<file path="src/rtl/data_sampling_pkg.sv">
// Shared UART constants: legal oversampling ratios, default widths and the
// line idle level used by the RX sampler and the TX baud generator.
package data_sampling_pkg;

  localparam int PRESCALE_W_DEF = 6;
  localparam int BIT_CNT_W_DEF  = 4;

  typedef enum int {
    PRESCALE_X8  = 8,
    PRESCALE_X16 = 16,
    PRESCALE_X32 = 32
  } prescale_e;

  localparam int       PRESCALE_DEF = PRESCALE_X8;
  // Ratios below this are meaningless for a 3-sample mid-bit vote.
  localparam int       PRESCALE_MIN = 4;
  localparam logic     LINE_IDLE    = 1'b1;

  function automatic logic majority3(input logic a, input logic b, input logic c);
    return (a & b) | (a & c) | (b & c);
  endfunction

endpackage

</file>
<file path="src/rtl/data_sampling_edge_bit_counter.sv">
// Oversampling edge counter with a saturating bit counter; the edge count
// wraps at prescale-1 on the same clock edge that advances the bit count.
import data_sampling_pkg::*;

module edge_bit_counter #(
  parameter int PRESCALE_W = PRESCALE_W_DEF,
  parameter int BIT_CNT_W  = BIT_CNT_W_DEF
) (
  input  logic                  i_clk,
  input  logic                  i_rst_n,
  input  logic                  i_en,
  input  logic [PRESCALE_W-1:0] i_prescale,
  output logic [PRESCALE_W-1:0] o_edge_cnt,
  output logic [BIT_CNT_W-1:0]  o_bit_cnt,
  output logic                  o_edge_last
);

  logic [PRESCALE_W-1:0] r_edge_cnt;
  logic [BIT_CNT_W-1:0]  r_bit_cnt;
  logic                  w_edge_last;
  logic                  w_bit_max;

  assign w_edge_last = (r_edge_cnt == i_prescale - PRESCALE_W'(1));
  assign w_bit_max   = &r_bit_cnt;

  // NOTE: sequential state uses non-blocking assignments so every flop samples pre-edge values.
  always_ff @(posedge i_clk or negedge i_rst_n) begin
    if (!i_rst_n) begin
      r_edge_cnt <= '0;
      r_bit_cnt  <= '0;
    end else if (!i_en) begin
      r_edge_cnt <= '0;
      r_bit_cnt  <= '0;
    end else if (w_edge_last) begin
      r_edge_cnt <= '0;
      if (!w_bit_max) begin
        r_bit_cnt <= r_bit_cnt + BIT_CNT_W'(1);
      end
    end else begin
      r_edge_cnt <= r_edge_cnt + PRESCALE_W'(1);
    end
  end

  assign o_edge_cnt  = r_edge_cnt;
  assign o_bit_cnt   = r_bit_cnt;
  assign o_edge_last = w_edge_last;

endmodule

</file>
<file path="src/rtl/data_sampling.sv">
// UART RX bit recovery: synchronizes RX_IN, captures three mid-bit samples
// and publishes their majority as a registered, glitch-filtered bit.
import data_sampling_pkg::*;

module data_sampling #(
  parameter int PRESCALE_W = PRESCALE_W_DEF,
  parameter int BIT_CNT_W  = BIT_CNT_W_DEF
) (
  input  logic                  CLK,
  input  logic                  RST,
  input  logic                  RX_IN,
  input  logic [PRESCALE_W-1:0] Prescale,
  input  logic                  cnt_en,
  input  logic                  dat_samp_en,
  output logic [PRESCALE_W-1:0] edge_cnt,
  output logic [BIT_CNT_W-1:0]  bit_cnt,
  output logic                  sampled_bit,
  output logic                  sample_valid
);

  logic                  r_sync1;
  logic                  r_sync2;
  logic                  r_s0;
  logic                  r_s1;
  logic                  r_s2;
  logic                  r_sampled_bit;
  logic                  r_sample_valid;

  logic                  w_rx_s;
  logic [PRESCALE_W-1:0] w_prescale_eff;
  logic [PRESCALE_W-1:0] w_mid;
  logic                  w_edge_last;
  logic                  w_cap0;
  logic                  w_cap1;
  logic                  w_cap2;
  logic                  w_s2_next;
  logic                  w_vote_fire;

  assign w_prescale_eff = (Prescale < PRESCALE_W'(PRESCALE_MIN)) ? PRESCALE_W'(PRESCALE_DEF)
                                                                 : Prescale;
  assign w_mid          = w_prescale_eff >> 1;

  edge_bit_counter #(
    .PRESCALE_W (PRESCALE_W),
    .BIT_CNT_W  (BIT_CNT_W)
  ) u_edge_bit_counter (
    .i_clk       (CLK),
    .i_rst_n     (RST),
    .i_en        (cnt_en),
    .i_prescale  (w_prescale_eff),
    .o_edge_cnt  (edge_cnt),
    .o_bit_cnt   (bit_cnt),
    .o_edge_last (w_edge_last)
  );

  always_ff @(posedge CLK or negedge RST) begin
    if (!RST) begin
      r_sync1 <= LINE_IDLE;
      r_sync2 <= LINE_IDLE;
    end else begin
      r_sync1 <= RX_IN;
      r_sync2 <= r_sync1;
    end
  end

  assign w_rx_s = r_sync2;

  assign w_cap0    = (edge_cnt == w_mid - PRESCALE_W'(1));
  assign w_cap1    = (edge_cnt == w_mid);
  assign w_cap2    = (edge_cnt == w_mid + PRESCALE_W'(1));
  assign w_s2_next = w_cap2 ? w_rx_s : r_s2;

  always_ff @(posedge CLK or negedge RST) begin
    if (!RST) begin
      r_s0 <= LINE_IDLE;
      r_s1 <= LINE_IDLE;
      r_s2 <= LINE_IDLE;
    end else if (!dat_samp_en) begin
      r_s0 <= LINE_IDLE;
      r_s1 <= LINE_IDLE;
      r_s2 <= LINE_IDLE;
    end else begin
      if (w_cap0) r_s0 <= w_rx_s;
      if (w_cap1) r_s1 <= w_rx_s;
      r_s2 <= w_s2_next;
    end
  end

  // The vote registers on the edge that enters mid+2, so the strobe and the new
  // bit are both visible during the mid+2 cycle; an enable drop cancels it.
  assign w_vote_fire = dat_samp_en & cnt_en & w_cap2 & ~w_edge_last;

  always_ff @(posedge CLK or negedge RST) begin
    if (!RST) begin
      r_sampled_bit  <= LINE_IDLE;
      r_sample_valid <= 1'b0;
    end else begin
      r_sample_valid <= w_vote_fire;
      if (w_vote_fire) begin
        r_sampled_bit <= majority3(r_s0, r_s1, w_s2_next);
      end
    end
  end

  assign sampled_bit  = r_sampled_bit;
  assign sample_valid = r_sample_valid;

endmodule

</file>
<file path="config.mk">
export PLATFORM = sky130hd
export DESIGN_NAME = data_sampling
export DESIGN_NICKNAME = d
export VERILOG_FILES = /design/src/rtl/data_sampling_pkg.sv /design/src/rtl/data_sampling_edge_bit_counter.sv /design/src/rtl/data_sampling.sv
export SDC_FILE = /design/constraint.sdc
export NUM_CORES = 1
export LEC_CHECK = 0
export CAP_MARGIN = 25
export CELL_PAD_IN_SITES_DETAIL_PLACEMENT = 1
export CELL_PAD_IN_SITES_GLOBAL_PLACEMENT = 1
export CORE_MARGIN = 4
export CORE_UTILIZATION = 30
export DETAILED_ROUTE_END_ITERATION = 6
export GPL_ROUTABILITY_DRIVEN = 0
export PLACE_DENSITY_LB_ADDON = 0.1
export SLEW_MARGIN = 40
export SYNTH_ARGS = -nofsm -noshare
export SYNTH_HDL_FRONTEND = slang
export SYNTH_SLANG_ARGS = --single-unit
</file>
<file path="constraint.sdc">
create_clock -name CLK -period 3 [get_ports CLK]
set_input_delay 0.6 -clock CLK [delete_from_list [all_inputs] [get_ports CLK]]
set_output_delay 0.6 -clock CLK [all_outputs]
set_load 0.02 [all_outputs]
</file>
### Word level (Yosys, flattened, before mapping)

Cells that the tools add are included.

* input port bits: 11
* word-level logic and storage cells: 46
* flip-flop bits (word level): 17
* output and inout port bits: 12

* muxes and demuxes: 12
* bitwise gates (word level): 9
* add/sub/neg operators: 5
* magnitude comparators: 1
* eq/ne operators: 8
* reduce and logical (&&, ||, !) cells: 2

Operators by type and width (count)
* $eq A6 B6 Y1: 3
* $mux W6: 3
* $mux W4: 3
* $add A5 B1 Y6 const B: 1
* $add A6 B1 Y6 const B: 1
* $and A1 B1 Y1: 6
* $eq A6 B5 Y1: 1
* $lt A6 B3 Y1 const B: 1
* $mux W1: 6
* $ne A2 B1 Y1 const B: 3
* $sub A5 B1 Y6 const B: 1
* $sub A6 B1 Y6 const B: 1
* $add A4 B1 Y4 const B: 1
* $reduce_and A4 Y1: 1
* $ne A2 B2 Y1 const B: 1
* $or A1 B1 Y1: 2
* $reduce_and A2 Y1: 1
* $not A1 Y1: 1

### Depth between registers and ports, before layout

Gate-level depths: netlist of the first run.

* word-level depth: 8
* gate-level depth with buffers: 10
* gate-level depth less buffers: 9

### Modules after synthesis

Synthesis of the first run repeated with hierarchy kept, for this count alone.

* cell total of the unflattened synthesis: 137
* area, all modules: 1273.7 sq um

By module, submodules not included
* edge_bit_counter: area each 653.1 sq um, instances 1, cells each 72, seq. area each 250.2 sq um
* data_sampling: area each 620.6 sq um, instances 1, cells each 65, seq. area each 156.4 sq um

### Worst setup path before layout of the first run

Ideal clock, no wire load.

* kind: input-to-reg
* from: in Prescale[4]
* to: reg u_edge_bit_counter.r_bit_cnt[1], in the netlist u_edge_bit_counter.o_bit_cnt[1]
* slack: -0.614 ns
* path buffers: 2
* stages on the path: 10
* data required time: 2.923 ns
* setup time: 0.077 ns
* data arrival time: 3.537 ns
* cell sequence: buf_4 > o41ai_2 > ha_1 > nor3b_1 > mux2i_4 > xnor2_1 > or4_1 > clkbuf_1 > or4b_1 > a21oi_1

* cells in the longest elaborated chain, start to end: 6

RTL lines
* start, declared: line data_sampling.sv:12 `input logic [PRESCALE_W-1:0] Prescale,`
* $lt A6 B3 Y1: line data_sampling.sv:39 `assign w_prescale_eff = (Prescale < PRESCALE_W'(PRESCALE_MIN)) ? PRESCALE_W'(PRESCALE_DEF)`
* $mux W6 (*): line data_sampling.sv:39
* $sub A6 B1 Y6 (*): line data_sampling_edge_bit_counter.sv:23 `assign w_edge_last = (r_edge_cnt == i_prescale - PRESCALE_W'(1));`
* $eq A6 B6 Y1 (*): line data_sampling_edge_bit_counter.sv:23
* $ne A2 B1 Y1 (no line) (*)
* $reduce_and A2 Y1 (no line) (*)
* end signal, assigned: line data_sampling_edge_bit_counter.sv:37 `r_bit_cnt <= r_bit_cnt + BIT_CNT_W'(1);`
* end, declared: line data_sampling_edge_bit_counter.sv:19 `logic [BIT_CNT_W-1:0] r_bit_cnt;`

Mark *: on every way between the ends. The rest lies on a longest branch, timed or not.
A chain may end at the register's enable or synchronous reset.

### Final worst setup path of the first run

* from: in Prescale[3]
* to: reg u_edge_bit_counter.r_bit_cnt[1], in the netlist u_edge_bit_counter.o_bit_cnt[1]

Same word-level chain as after synthesis.

==> metrics.md, run 1 <==
| Metric | Value |
|---|---|
| Die W | `74.5 um` |
| Period minus WS final | `2.93 ns` |
| First-pass GRT wire length | `6550 um` |
| Area of the die | `0.00554 mm2` |
| Status | `finished clean` |
| Cell with the most instances after synthesis | `xor2_1` |
| CP Launch Type | `input port` |
| Syn Nets | `161` |
| Final-report setup violation count | `0` |
| Share of cells above drive strength 1 | `35.9%` |
| Pwr Total | `633 uW` |
| CTS Hold Bufs | `0` |
| Share of the synthesized area in the top cell type | `20.8%` |
| Relative slew slack | `72.1%` |
| Post-Syn Area | `0.00133 mm2` |
| Nets | `216` |
| Tightest Pin Transition | `0.416 ns` |
| Post-synthesis register bit count | `17` |
| Seq/Total Area, Yosys | `32.7%` |
| Max Clk Rate | `0.342 GHz` |
| Number of buffers created by CTS | `3` |
| Hold Crit Class | `input port to async pin` |
| Asr flop ratio synth | `100%` |
| Post-synth top flop | `dfrtp_1` |
| Syn-to-layout area delta | `48.3%` |
| Clock sinks | `17` |
| DRT Pass-1 Iters | `4` |
| Core area | `0.00414 mm2` |
| Max Slew Vio Count | `0` |
| CP Class | `input port to register` |
| Syn_area_per_cell | `9.20 um2` |
| Antenna diode count | `0` |
| Die Y | `74.5 um` |
| Post-synth top cells | `xor2_1, dfrtp_1, xnor2_1` |
| HPWL after DPL | `3000 um` |
| DR WL/cell | `15.6 um` |
| Antenna-violating nets left | `0` |
| Row cnt | `23` |
| Root Buffer Master | `clkbuf_8` |
| Pwr dens | `322 mW/mm2` |
| Hold slack final | `0.261 ns` |
| Synth unique cells | `45` |
| Starting density of the core | `32.0%` |
| Peak supply drop | `228 uV` |
| Setup slack, reg-to-reg | `0.70 ns` |
| Total GRT Usage | `15.1%` |
| Post-synth EDFFs | `0` |
| Worst Path Arrival | `3.11 ns` |
| Buffers on Ports | `22` |
| Initial antenna violation count | `0` |
| Vias post-DR | `1281` |
| Gate Count Post-Synth | `144` |
| Worst Setup End Kind | `register` |
| Final hold vios | `0` |
| Largest net degree at the start of global routing | `18` |
| YS warnings | `0` |
| GRT Residual Overflow | `0` |
| TritonCTS clock tree | `done` |
| MaxCap Viol Count | `0` |
| First DRT Iteration DRCs | `23` |
| Clk slew on worst S/H paths | `0.06 ns` |
| I/O pin cnt | `23` |
| Static leakage | `0.904 nW` |
| Max Clock Skew | `0.000472 ns` |
| Ranking of synthesized cells by area | `dfrtp_1, dfstp_2, xor2_1` |
| WL final | `3880 um` |
| Vias in the first global route | `1422` |
| Fin crit share | `97.6%` |
| DR vias/cell | `5.17` |
| Critical Path RT | `3.18 ns` |
| DRC viols | `0` |
| Clk buf depth | `2` |
| RSZ-0062 raised after global routing | `no` |
| H-Tree Depth | `1` |
| Post-synth top area cell | `dfrtp_1` |
| Critical-path maximum fanout | `4` |
| Clk_lat worst skew | `0.25 ns` |
-- registers in the layout, indices dropped and copies added (netlist names) --
| register | cells |
|---|---|
| r_s1 | 1 |
| u_edge_bit_counter.o_edge_cnt | 6 |
| r_sync2 | 1 |
| sampled_bit | 1 |
| r_s0 | 1 |
| sample_valid | 1 |
| r_s2 | 1 |
| r_sync1 | 1 |
| u_edge_bit_counter.o_bit_cnt | 4 |
-- final cells by class --
class,instances,area [um2]
inverters,9,33.8
fillers,486,2180
well taps,50,62.6
multi-input cells,108,896
clock buffers,4,45.0
repair buffers,60,495
flip-flops and latches,17,433
-- kinds of logic after synthesis --
| group | share of synthesized area (%) |
|---|---|
| buffers and inverters | 6.52 |
| and+or+nand+nor | 20.4 |
| xor gates and xnor gates | 14.5 |
| muxes | 3.97 |
| adders and majority gates | 5.67 |
| AOI/OAI and AO/OA | 16.2 |
| DFF | 32.7 |
-- through the flow --
step                cells  setup WS (ns)  TNS, ns  instance area [um2]  utilization, %
floorplan             144         -0.186   -0.303                 1380               -
global placement      236         -0.556    -6.26                 1820            43.8
detailed placement    236         -0.652    -6.93                 1820            43.8
CTS                   246        -0.0357  -0.0357                 1920            46.4
global route          248        0.00277        0                 1970            47.4
finish                248         0.0718        0                 1970            47.4
-- layout by cell type (no fill, tap or decap), types with 2 or more instances in the layout --
cell             netlist  final
buf_4                  1     38
clkdlybuf4s50_1        0     16
xor2_1                12     12
dfrtp_1               11     11
inv_1                  9      9
xnor2_1               10      9
nor2_1                 9      9
nand2_1                8      8
dfstp_2                6      6
nor3_1                 6      5
nand3_1                5      5
ha_1                   6      4
and2_1                 3      3
nor2b_1                3      3
and3_1                 3      3
clkbuf_8               0      3
o41ai_4                0      2
o21ai_0                2      2
nor3b_4                0      2
o21a_1                 2      2
o211ai_1               2      2
nor4_1                 2      2
a31oi_1                3      2
a311oi_1               2      2
mux2i_1                3      2
a21oi_1                3      2
ha_2                   0      2
buf_6                  1      2
buf_2                  3      2
-- critical path: stages --
cell     delay [ns]
buf_6          0.10
buf_6          0.11
o41ai_4        0.36
ha_2           0.24
nor3b_4        0.23
mux2i_4        0.28
xnor2_2        0.10
or4_4          0.44
or4b_4         0.50
a21oi_2        0.14
-- final timing paths --
check                                                 start                              end  depth (start not counted)
min in group CLK                                    r_sync1                          r_sync2                          0
max in group asynchronous                               RST                      sampled_bit                          1
setup / recovery                                Prescale[3]  u_edge_bit_counter.o_bit_cnt[1]                         10
setup reg to reg           u_edge_bit_counter.o_edge_cnt[2]                      sampled_bit                          7
hold / removal                                          RST  u_edge_bit_counter.o_bit_cnt[2]                          1
hold reg to reg                                     r_sync1                          r_sync2                          0
-- power by group --
part | leakage [nW] | switching, mW | internal [mW]
Combinational | 0.667 | 0.101 | 0.107
Sequential | 0.214 | 0.0135 | 0.240
Clock | 0.0228 | 0.0779 | 0.0943
-- metal layers --
layer  track usage, %  part of all wire [%]  up-vias
met4             2.57                   1.4        0
met5                0                     0        -
met3             3.24                   2.0        6
met1             18.5                    45      636
li1                 -                     -      620
met2             27.5                    52       19
-- timing repair --
action	in CTS	in global routing
endpoints found under the setup margin	12	13
pin swaps	2	6
setup buffers	6	2
gates resized for setup	13	20
(Power assumes the default switching activity.)
==> run 2: changes to the inputs <==
--- a/config.mk
+++ b/config.mk
@@ -5,6 +5,7 @@
 export SDC_FILE = /design/constraint.sdc
 export NUM_CORES = 1
 export LEC_CHECK = 0
+export ABC_AREA = 1
 export CAP_MARGIN = 25
 export CELL_PAD_IN_SITES_DETAIL_PLACEMENT = 1
 export CELL_PAD_IN_SITES_GLOBAL_PLACEMENT = 1
==> run 2 against run 1 <==
Compared with the run above: total power is 0.22% higher; setup slack gained 0.31 ns; register-to-register slack improved by 0.67 ns; routed wire length is 0.13% lower; synthesized cell count grew 34%; global-route usage down 1.9 points; via count grew 2.5%; highest routed layer unchanged.
==> metrics.md, run 2 <==
| Metric | Value |
|---|---|
| Die W | `79.5 um (+6.7%)` |
| Seq/Total Area, Yosys | `28.2% (-4.4 points)` |
| CP Launch Type | `input port` |
| Asr flop ratio synth | `100% (unchanged)` |
| Status | `finished clean` |
| Pwr dens | `345 mW/mm2 (+7.0%)` |
| Clk slew on worst S/H paths | `0.07 ns (about the same)` |
| Clock sinks | `17 (unchanged)` |
| Period minus WS final | `2.62 ns (-0.311 ns)` |
| Syn_area_per_cell | `7.94 um2 (-14%)` |
| WL final | `3870 um (-0.13%)` |
| Final-report setup violation count | `0 (unchanged)` |
| Post-synth top area cell | `dfrtp_1` |
| Post-synth EDFFs | `0 (unchanged)` |
| Starting density of the core | `31.6% (-0.36 points)` |
| DR WL/cell | `13.6 um (-13%)` |
| HPWL after DPL | `3270 um (+9.1%)` |
| Share of the synthesized area in the top cell type | `18.0% (-2.8 points)` |
| Critical Path RT | `3.19 ns (about the same)` |
| Number of buffers created by CTS | `3 (unchanged)` |
| CTS Hold Bufs | `0 (unchanged)` |
| Most common cell after layout, fill and taps aside | `nand2_1` |
| TritonCTS clock tree | `done` |
| Buffers on Ports | `22 (unchanged)` |
| Critical-path maximum fanout | `7 (+3)` |
| Post-CTS Setup Inserts | `0 (-6)` |
| Max Clk Rate | `0.382 GHz (+12%)` |
| H-Tree Depth | `1 (unchanged)` |
| CP Class | `input port to register` |
| Post-placement cell count | `281 (+19%)` |
| Worst Setup End Kind | `register` |
| RSZ-0062 raised after global routing | `no` |
| Nets | `236 (+9.3%)` |
| Initial antenna violation count | `0 (unchanged)` |
| Most frequent cells in the layout | `nand2_1, inv_1, clkdlybuf4s50_1, nand3_1, nor2_1` |
| DRT Pass-1 Iters | `4 (unchanged)` |
| Post-synth top cells | `nand2_1, inv_1, nand3_1` |
| Root Buffer Master | `clkbuf_8` |
| Synth unique cells | `30 (-33%)` |
| Syn-to-layout area delta | `20.1%` |
| Worst Path Arrival | `2.81 ns (-0.30 ns)` |
| Vias in the first global route | `1385 (-2.6%)` |
| Hold Crit Class | `input port to async pin` |
| Peak supply drop | `249 uV (+9.3%)` |
| Layout Cells excl Fill | `285 (+15%)` |
| Post-cts gate resize count | `0 (-13)` |
| Post-synthesis register bit count | `17 (unchanged)` |
| Fin crit share | `87.2% (-10 points)` |
| Relative slew slack | `67.7% (-4.4 points)` |
| I/O pin cnt | `23 (unchanged)` |
| Syn Nets | `210 (+30%)` |
| Core area | `0.00485 mm2 (+17%)` |
| Post-synth top flop | `dfrtp_1` |
| Static leakage | `0.855 nW (-5.4%)` |
| Setup ws final | `0.383 ns (+0.311 ns)` |
| Antenna-violating nets left | `0 (unchanged)` |
| MaxCap Viol Count | `0 (unchanged)` |
| GRT Residual Overflow | `0 (unchanged)` |
| Tightest Pin Transition | `0.483 ns (+0.0671 ns)` |
| Clk buf depth | `2 (unchanged)` |
| Pre-CTS setup slack | `0.0947 ns (+0.746 ns)` |
| First DRT Iteration DRCs | `40 (+74%)` |
| Total negative slack | `0 ns (unchanged)` |
| Largest net degree at the start of global routing | `18 (unchanged)` |
| Gate Count Post-Synth | `193 (+34%)` |
| DRC viols | `0 (unchanged)` |
| Max Clock Skew | `0.00171 ns (+0.00124 ns)` |
| Ranking of synthesized cells by area | `dfrtp_1, dfstp_2, nand2_1` |
| Post-Syn Area | `0.00153 mm2 (+16%)` |
| Max Slew Vio Count | `0 (unchanged)` |
| Max FFs per register | `6 (unchanged)` |
| YS warnings | `0 (unchanged)` |
| Final hold vios | `0 (unchanged)` |
| Area of the die | `0.00632 mm2 (+14%)` |
| First-pass GRT wire length | `6640 um (+1.5%)` |
| Total GRT Usage | `13.2% (-1.9 points)` |
| Clk_lat worst skew | `0.25 ns (about the same)` |
| Antenna diode count | `0 (unchanged)` |
| Die Y | `79.5 um (+6.7%)` |
| Vias post-DR | `1313 (+2.5%)` |
| Row cnt | `25 (+8.7%)` |
| DR vias/cell | `4.61 (-11%)` |
| Share of cells above drive strength 1 | `25.7% (-10 points)` |
| Cell with the most instances after synthesis | `nand2_1` |
## run 2: cell types whose count changed after synthesis, sizes merged, moves of 4 or more
cell    previous run  this run
nand2              8        59
inv                9        30
nand3              5        22
nor2               9        24
xor2              12         6
nand4              1         6
nor3               6         1
o21ai              3         8
xnor2             10         5
clkbuf             5         1
mux2i              4         0
nor2b              4         0
## run 2: path summary, 6_finish.rpt
kind	slack [ns]	from	cells past startpoint	end
setup / recovery	0.38	Prescale[3]	16	sampled_bit
hold / removal	0.27	RST	1	u_edge_bit_counter.o_bit_cnt[0]
setup reg to reg	1.37	u_edge_bit_counter.o_edge_cnt[3]	11	sampled_bit
hold reg to reg	0.36	r_sync1	0	r_sync2
max in group asynchronous	2.41	RST	1	r_sync1
min in group CLK	0.36	r_sync1	0	r_sync2
## run 2: area by class of cell
class                      count  area, um2
tap                           67       83.8
timing repair buffer          25        238
clock buffer                   4       45.0
multi-input combinational    142        928
sequential                    17        433
inverter                      30        113
fill                         597       3010
## run 2: kinds of logic after synthesis
| kind of cell | count (synthesis) | share of synthesized area [%] |
|---|---|---|
| AO/OA/AOI/OAI | 9 | 4.24 |
| XOR/XNOR | 11 | 6.29 |
| adder cells (fa/ha/maj) | 6 | 4.90 |
| buffers and inverters | 34 | 11.2 |
| flip-flops | 17 | 28.2 |
| AND/OR/NAND/NOR | 116 | 45.1 |
## run 2: where the power goes
group          switching, mW  leakage [nW]  internal [mW]
Sequential            0.0179         0.212          0.244
Clock                 0.0769        0.0228         0.0941
Combinational          0.118         0.620         0.0837
Total                  0.213         0.855          0.422
## run 2: through the flow
| step | hold slack, ns | instance area [um2] | power (mW) | util (%) |
|---|---|---|---|---|
| after floorplan | 0.304 | 1530 | 0.405 | - |
| after global placement | 0.348 | 1800 | 0.466 | 37.1 |
| after detailed placement | 0.352 | 1800 | 0.471 | 37.1 |
| after CTS | 0.362 | 1850 | 0.649 | 38.1 |
| after global routing | 0.300 | 1840 | 0.679 | 38.0 |
| final | 0.271 | 1840 | 0.635 | 38.0 |
## run 2: critical path: stages
cell	delay, ns
clkdlybuf4s50_1	0.58
nor2_4	0.05
nand2_4	0.12
nand2_2	0.12
inv_1	0.08
ha_1	0.21
nand3_1	0.16
nand3_1	0.12
nand3_1	0.14
nor2_4	0.16
nand3_4	0.09
nor2_4	0.10
nand3_2	0.07
nand2_1	0.07
inv_1	0.03
nor2_1	0.09
## run 2: layer usage
metal  GRT usage [%]  share of wire (%)  vias up
li1                -                  -      651
met1            17.4                 47      634
met2            22.2                 49       26
met3            3.50                4.1        2
met4            1.72               0.31        0
met5               0                  0        -
